--- src/rtl/jk_switch_conditioner_if.sv ---
// jk_switch_conditioner_if: raw switch levels in, conditioned flip-flop control levels out.
interface jk_switch_conditioner_if;
    logic input_input_switch2__preset_3;
    logic input_input_switch3__clear_4;
    logic input_input_switch4_j_5;
    logic input_input_switch5_k_6;
    logic input_push_button6_step_7;
    logic output_preset_n_db_8;
    logic output_clear_n_db_9;
    logic output_j_db_10;
    logic output_k_db_11;
    logic output_step_tick_12;
    logic output_conflict_13;

    modport master (
        output input_input_switch2__preset_3,
        output input_input_switch3__clear_4,
        output input_input_switch4_j_5,
        output input_input_switch5_k_6,
        output input_push_button6_step_7,
        input  output_preset_n_db_8,
        input  output_clear_n_db_9,
        input  output_j_db_10,
        input  output_k_db_11,
        input  output_step_tick_12,
        input  output_conflict_13
    );

    modport slave (
        input  input_input_switch2__preset_3,
        input  input_input_switch3__clear_4,
        input  input_input_switch4_j_5,
        input  input_input_switch5_k_6,
        input  input_push_button6_step_7,
        output output_preset_n_db_8,
        output output_clear_n_db_9,
        output output_j_db_10,
        output output_k_db_11,
        output output_step_tick_12,
        output output_conflict_13
    );
endinterface

--- src/rtl/jk_switch_conditioner.sv ---
// jk_switch_conditioner: synchronizes and debounces five raw switches, emits a step tick and a preset/clear conflict flag.
module jk_switch_conditioner #(
    parameter int DEBOUNCE_CYCLES = 16,
    parameter int SYNC_STAGES = 2
) (
    input logic input_clock1_c_1,
    input logic input_input_switch1_reset_2,
    jk_switch_conditioner_if.slave io
);
    localparam int NCH = 5;
    localparam int CW = $clog2(DEBOUNCE_CYCLES) + 1;
    localparam logic [CW-1:0] LAST = CW'(DEBOUNCE_CYCLES - 1);
    // channel order: step, k, j, clear, preset (bit 0)
    localparam logic [NCH-1:0] RST_VAL = 5'b00011;

    logic clk;
    logic rst;
    logic [NCH-1:0] raw;
    logic [NCH-1:0] sync;
    logic [NCH-1:0] db;

    assign clk = input_clock1_c_1;
    assign rst = input_input_switch1_reset_2;
    assign raw = {io.input_push_button6_step_7, io.input_input_switch5_k_6, io.input_input_switch4_j_5,
                  io.input_input_switch3__clear_4, io.input_input_switch2__preset_3};

    for (genvar c = 0; c < NCH; c++) begin : g_ch
        logic [SYNC_STAGES-1:0] sync_q;
        logic [CW-1:0] cnt_q;
        logic [CW-1:0] cnt_d;
        logic db_q;
        logic db_d;
        logic s;
        assign s = sync_q[SYNC_STAGES-1];
        always_comb begin
            cnt_d = (s == db_q || cnt_q == LAST) ? '0 : cnt_q + CW'(1);
            db_d = (s != db_q && cnt_q == LAST) ? s : db_q;
        end
        always_ff @(posedge clk) begin
            if (rst) begin
                sync_q <= {SYNC_STAGES{RST_VAL[c]}};
                cnt_q <= '0;
                db_q <= RST_VAL[c];
            end else begin
                sync_q <= {sync_q[SYNC_STAGES-2:0], raw[c]};
                cnt_q <= cnt_d;
                db_q <= db_d;
            end
        end
        assign sync[c] = s;
        assign db[c] = db_q;
    end

    // A step held through reset must be seen released before it may tick;
    // fill_q marks when the synchronizer holds genuine post-reset samples.
    logic [SYNC_STAGES-1:0] fill_q;
    logic armed_q;
    logic armed_d;
    logic step_prev_q;
    logic tick_q;
    logic tick_d;
    logic conflict_q;
    logic conflict_d;

    always_comb begin
        armed_d = armed_q | (fill_q[SYNC_STAGES-1] & ~sync[4]);
        tick_d = db[4] & ~step_prev_q & armed_q;
        conflict_d = ~(db[0] | db[1]);
    end

    always_ff @(posedge clk) begin
        if (rst) begin
            fill_q <= '0;
            armed_q <= 1'b0;
            step_prev_q <= 1'b0;
            tick_q <= 1'b0;
            conflict_q <= 1'b0;
        end else begin
            fill_q <= {fill_q[SYNC_STAGES-2:0], 1'b1};
            armed_q <= armed_d;
            step_prev_q <= db[4];
            tick_q <= tick_d;
            conflict_q <= conflict_d;
        end
    end

    assign io.output_preset_n_db_8 = db[0];
    assign io.output_clear_n_db_9 = db[1];
    assign io.output_j_db_10 = db[2];
    assign io.output_k_db_11 = db[3];
    assign io.output_step_tick_12 = tick_q;
    assign io.output_conflict_13 = conflict_q;
endmodule

--- src/flat_wrapper.sv ---
// flat-port wrapper written by rule: the top's interface ports become plain ports
module jk_switch_conditioner_flat 
#(
    parameter int DEBOUNCE_CYCLES = 16,
    parameter int SYNC_STAGES = 2
)
  (input_clock1_c_1, input_input_switch1_reset_2, io_input_input_switch2__preset_3, io_input_input_switch3__clear_4, io_input_input_switch4_j_5, io_input_input_switch5_k_6, io_input_push_button6_step_7, io_output_preset_n_db_8, io_output_clear_n_db_9, io_output_j_db_10, io_output_k_db_11, io_output_step_tick_12, io_output_conflict_13);
  jk_switch_conditioner_if io_i ();
  input logic input_clock1_c_1;
  input logic input_input_switch1_reset_2;
  input wire logic [$bits(io_i.input_input_switch2__preset_3)-1:0] io_input_input_switch2__preset_3;
  input wire logic [$bits(io_i.input_input_switch3__clear_4)-1:0] io_input_input_switch3__clear_4;
  input wire logic [$bits(io_i.input_input_switch4_j_5)-1:0] io_input_input_switch4_j_5;
  input wire logic [$bits(io_i.input_input_switch5_k_6)-1:0] io_input_input_switch5_k_6;
  input wire logic [$bits(io_i.input_push_button6_step_7)-1:0] io_input_push_button6_step_7;
  output wire logic [$bits(io_i.output_preset_n_db_8)-1:0] io_output_preset_n_db_8;
  output wire logic [$bits(io_i.output_clear_n_db_9)-1:0] io_output_clear_n_db_9;
  output wire logic [$bits(io_i.output_j_db_10)-1:0] io_output_j_db_10;
  output wire logic [$bits(io_i.output_k_db_11)-1:0] io_output_k_db_11;
  output wire logic [$bits(io_i.output_step_tick_12)-1:0] io_output_step_tick_12;
  output wire logic [$bits(io_i.output_conflict_13)-1:0] io_output_conflict_13;
  assign io_i.input_input_switch2__preset_3 = io_input_input_switch2__preset_3;
  assign io_i.input_input_switch3__clear_4 = io_input_input_switch3__clear_4;
  assign io_i.input_input_switch4_j_5 = io_input_input_switch4_j_5;
  assign io_i.input_input_switch5_k_6 = io_input_input_switch5_k_6;
  assign io_i.input_push_button6_step_7 = io_input_push_button6_step_7;
  assign io_output_preset_n_db_8 = io_i.output_preset_n_db_8;
  assign io_output_clear_n_db_9 = io_i.output_clear_n_db_9;
  assign io_output_j_db_10 = io_i.output_j_db_10;
  assign io_output_k_db_11 = io_i.output_k_db_11;
  assign io_output_step_tick_12 = io_i.output_step_tick_12;
  assign io_output_conflict_13 = io_i.output_conflict_13;
  jk_switch_conditioner #(.DEBOUNCE_CYCLES(DEBOUNCE_CYCLES), .SYNC_STAGES(SYNC_STAGES)) u_core (.input_clock1_c_1(input_clock1_c_1), .input_input_switch1_reset_2(input_input_switch1_reset_2), .io(io_i));
endmodule
--- config.mk ---
export PLATFORM = sky130hd
export DESIGN_NAME = jk_switch_conditioner_flat
export DESIGN_NICKNAME = d
export VERILOG_FILES = /design/src/rtl/jk_switch_conditioner_if.sv /design/src/rtl/jk_switch_conditioner.sv /design/src/flat_wrapper.sv
export SDC_FILE = /design/constraint.sdc
export NUM_CORES = 1
export LEC_CHECK = 0
export ABC_AREA = 1
export BUFFER_PORTS_ARGS = -buffer_cell sky130_fd_sc_hd__buf_4
export CORE_ASPECT_RATIO = 1.25
export CORE_MARGIN = 2
export CORE_UTILIZATION = 42
export CTS_CLUSTER_SIZE = 16
export DETAILED_ROUTE_END_ITERATION = 6
export GPL_ROUTABILITY_DRIVEN = 0
export PLACE_DENSITY = 0.64
export REMOVE_ABC_BUFFERS = 1
export SYNTH_ARGS = -nofsm -noshare
export SYNTH_HDL_FRONTEND = slang
export SYNTH_SLANG_ARGS = --single-unit
--- constraint.sdc ---
create_clock -name input_clock1_c_1 -period 1.2 [get_ports input_clock1_c_1]
set_clock_uncertainty 0.05 [all_clocks]
set_input_delay 0.3 -clock input_clock1_c_1 [delete_from_list [all_inputs] [get_ports input_clock1_c_1]]
set_output_delay 0.3 -clock input_clock1_c_1 [all_outputs]
set_load 0.03 [all_outputs]
==> results.py <==
metrics = {
    "setup_path": {
        "critPathKind": "reg2reg",
        "r2r_cells": 7,
        "critical_path_required_ns": 1.37,
        "rrSetupSlack_ns": -0.03,
        "r2r_start": "u_core.g_ch[4].cnt_q[1]",
        "cp.arrival_ns": 1.40,
        "worstSetupEndpointType": "flop",
        "worst_setup_path_start_kind": "flop",
        "cp_max_fo": 5,
        "reg2reg_to": "u_core.g_ch[4].cnt_q[1]",
    },
    "timing": {
        "fin_setup_tns_ns": -0.109,
        "worst_pin_slew_ns": 0.254,
        "fin_ws_ns": -0.0258,
        "hold_viol_final": 0,
        "fmax_mhz": 816,
        "slew_headroom_pct": 82.9,
        "maxSlewViolCount": 0,
        "rsz0062_at_grt": "true",
        "min_period_ns": 1.23,
        "finalCritPeriodShare_pct": 102,
        "fin_hold_ws_ns": 0.142,
        "setup_viol": 9,
    },
    "cts": {
        "clk_pin_slew_ns": 0.08,
        "clk_path_buf_depth": 2,
        "cts_hold_buf": 0,
        "numCtsBuffers": 5,
        "cts.sinks": 46,
        "cts_root_buf": "clkbuf_8",
        "cts_tree": "done",
        "cts_max_level": 2,
        "clk-insertion-delay-late_ns": 0.28,
    },
    "logic_synthesis": {
        "synth.yosys.warnings": 0,
        "ys_ff_latch": 46,
        "ys_types": 17,
        "synth-simple-area-share_pct": 21.1,
        "netlist_area_um2": 1680,
        "synthAdderAreaFrac_pct": 7.45,
        "syn_avg_cell_area_um2": 8.71,
        "synth_xor_area_share_pct": 2.61,
        "synthMuxAreaShare_pct": 0,
        "synth_top_family_by_area": "simple AND/OR/NAND/NOR gates",
        "synth_cells": 193,
        "synth_compound_area_share_pct": 5.73,
        "synth.yosys.seq_area_share_pct": 54.8,
    },
    "global_route": {
        "grt_first_pass_wirelength_mm": 4.70,
        "grt_max_degree": 19,
        "antenna_found_initial": 0,
        "grt_util_all_layers_pct": 13.8,
        "grt_overflow_total": 0,
        "grt_pass1_vias": 1195,
    },
    "finish": {
        "antenna_cells": 0,
        "nets": 251,
        "num-fill-cells": 348,
        "top_regs": "u_core.g_ch.cnt_q x25, u_core.g_ch.sync_q x10, u_core.fill_q x2",
        "area_growth_pct": 39.2,
        "final_cells": 288,
        "drive_gt1_share_pct": 46.2,
        "largest_register": "u_core.g_ch.cnt_q",
        "largest_reg_flops": 25,
    },
    "min_path": {
        "worstHoldStart": "io_input_input_switch2__preset_3",
        "hold_path.class": "in2reg",
        "whs_path_depth": 2,
        "min_to": "u_core.g_ch[0].sync_q[0]",
    },
    "floorplan": {
        "start_util_pct": 44.0,
        "dieArea_um2": 4530,
        "coreArea_um2": 3820,
        "io_pins": 13,
        "std_cell_rows": 25,
        "die_w_um": 60.6,
        "die-height_um": 74.7,
    },
    "pwr": {
        "peakVddDrop_uv": 770,
        "p_leak_nw": 0.951,
        "p_per_area_nw_per_um2": 1080,
    },
    "place": {
        "dp_cells": 278,
        "dp_hpwl_mm": 1.75,
        "numPortBuffers": 12,
    },
    "routing": {
        "wl_per_cell_um": 10.3,
        "met2_length_mm": 1.56,
        "num_vias": 1278,
        "wl_met3_um": 58,
        "detail_route.vias_per_cell": 4.44,
        "wl_met1_mm": 1.28,
        "drt_iter0_drc": 39,
        "route.antenna.remaining_nets": 0,
        "dr.pass1.iters": 4,
        "route.detailed.drc": 0,
        "top_layer": "met4",
        "wl_mm": 2.96,
    },
    "flow_run": {
        "maxCapViolCount": 0,
    },
    "run_status": {
        "status": "finished with violations",
        "violations": "negative setup slack",
    },
}
-- cells by family after synthesis --
group                      count (synthesis)
buffers and inverters                     33
xor gates and xnor gates                   5
and+or+nand+nor                           82
DFF                                       46
AOI/OAI and AO/OA                         17
adders and majority gates                 10
-- final cells by class --
class                   instances  area [µm²]  share of cell area [%]
multi-input cells             114         852                    36.4
inverters                      31         116                    4.97
flip-flops and latches         46         943                    40.3
clock buffers                   5        68.8                    2.94
clock inverters                 2        10.0                   0.428
repair buffers                 36         282                    12.0
well taps                      54        67.6                    2.89
-- what timing repair did --
item,CTS,global route
endpoints found under the setup margin,30,32
buffers inserted,1,2
resized for setup,34,44
pin swaps,18,20
-- synth_stat cells (all sizes together) --
master	n	area, µm²
nor4	1	12.5
nand2	21	81.3
a21oi	12	71.3
xnor2	5	43.8
or2	4	25.0
nor2	44	165
nand3	6	30.0
o21ai	5	25.0
nor3	1	10.0
nand4	5	31.3
dfxtp	46	921
ha	10	125
inv	31	116
buf	2	22.5
-- metrics by stage --
step	cell area, µm²	util, %	power (W)	setup WS, ns
floorplan	1660	-	0.00164	-0.0547
global placement	1970	51.7	0.00168	-0.0894
detailed placement	1970	51.7	0.00168	-0.117
CTS	2150	56.5	0.00255	-0.0357
global route	2340	61.3	0.00263	-0.0861
finish	2340	61.3	0.00253	-0.0258
-- critical path: stages, from the launching register on --
cell and delay, ns:
dfxtp_2 0.34, ha_4 0.16, nand2_2 0.05, nor2_2 0.04, ha_2 0.19, a21oi_2 0.12
nand2_2 0.12, nor2_1 0.10
-- layer usage --
metal  track usage (%)  vias up
met1              15.9      575
met3              3.09        5
li1                  -      682
met2              23.5       16
met4              7.25        0
met5                 0        -
-- worst max-delay path by stage --
stage                            start                       to  depth (start not counted)
4_1_cts        u_core.g_ch[0].cnt_q[0]  u_core.g_ch[0].cnt_q[3]                          7
2_1_floorplan  u_core.g_ch[0].cnt_q[0]  u_core.g_ch[0].cnt_q[3]                          7
6_report       u_core.g_ch[4].cnt_q[1]  u_core.g_ch[4].cnt_q[1]                          7
3_3_place_gp   u_core.g_ch[0].cnt_q[0]  u_core.g_ch[0].cnt_q[3]                          7
5_1_grt        u_core.g_ch[0].cnt_q[0]  u_core.g_ch[0].cnt_q[0]                          7
3_5_place_dp   u_core.g_ch[0].cnt_q[0]  u_core.g_ch[0].cnt_q[3]                          7
-- cells in the final DEF, fill, tap and decap left out, drive strengths merged --
master and n:
clkbuf 5, nor2 44, nand4 5, nand3 6
or2 4, nand2 21, dfxtp 46, buf 36
ha 10, clkinv 2, a21oi 12, o21ai 5
nor4 1, inv 31, nor3 1, xnor2 5
-- power by group --
part / switching (W) / internal [W] / leakage (nW) / total, W
sequential: 0.0000134 / 0.00155 / 0.380 / 0.00156
combinational: 0.0000563 / 0.0000467 / 0.528 / 0.000103
clock: 0.000474 / 0.000391 / 0.0438 / 0.000865
(Power assumes the default switching activity.)
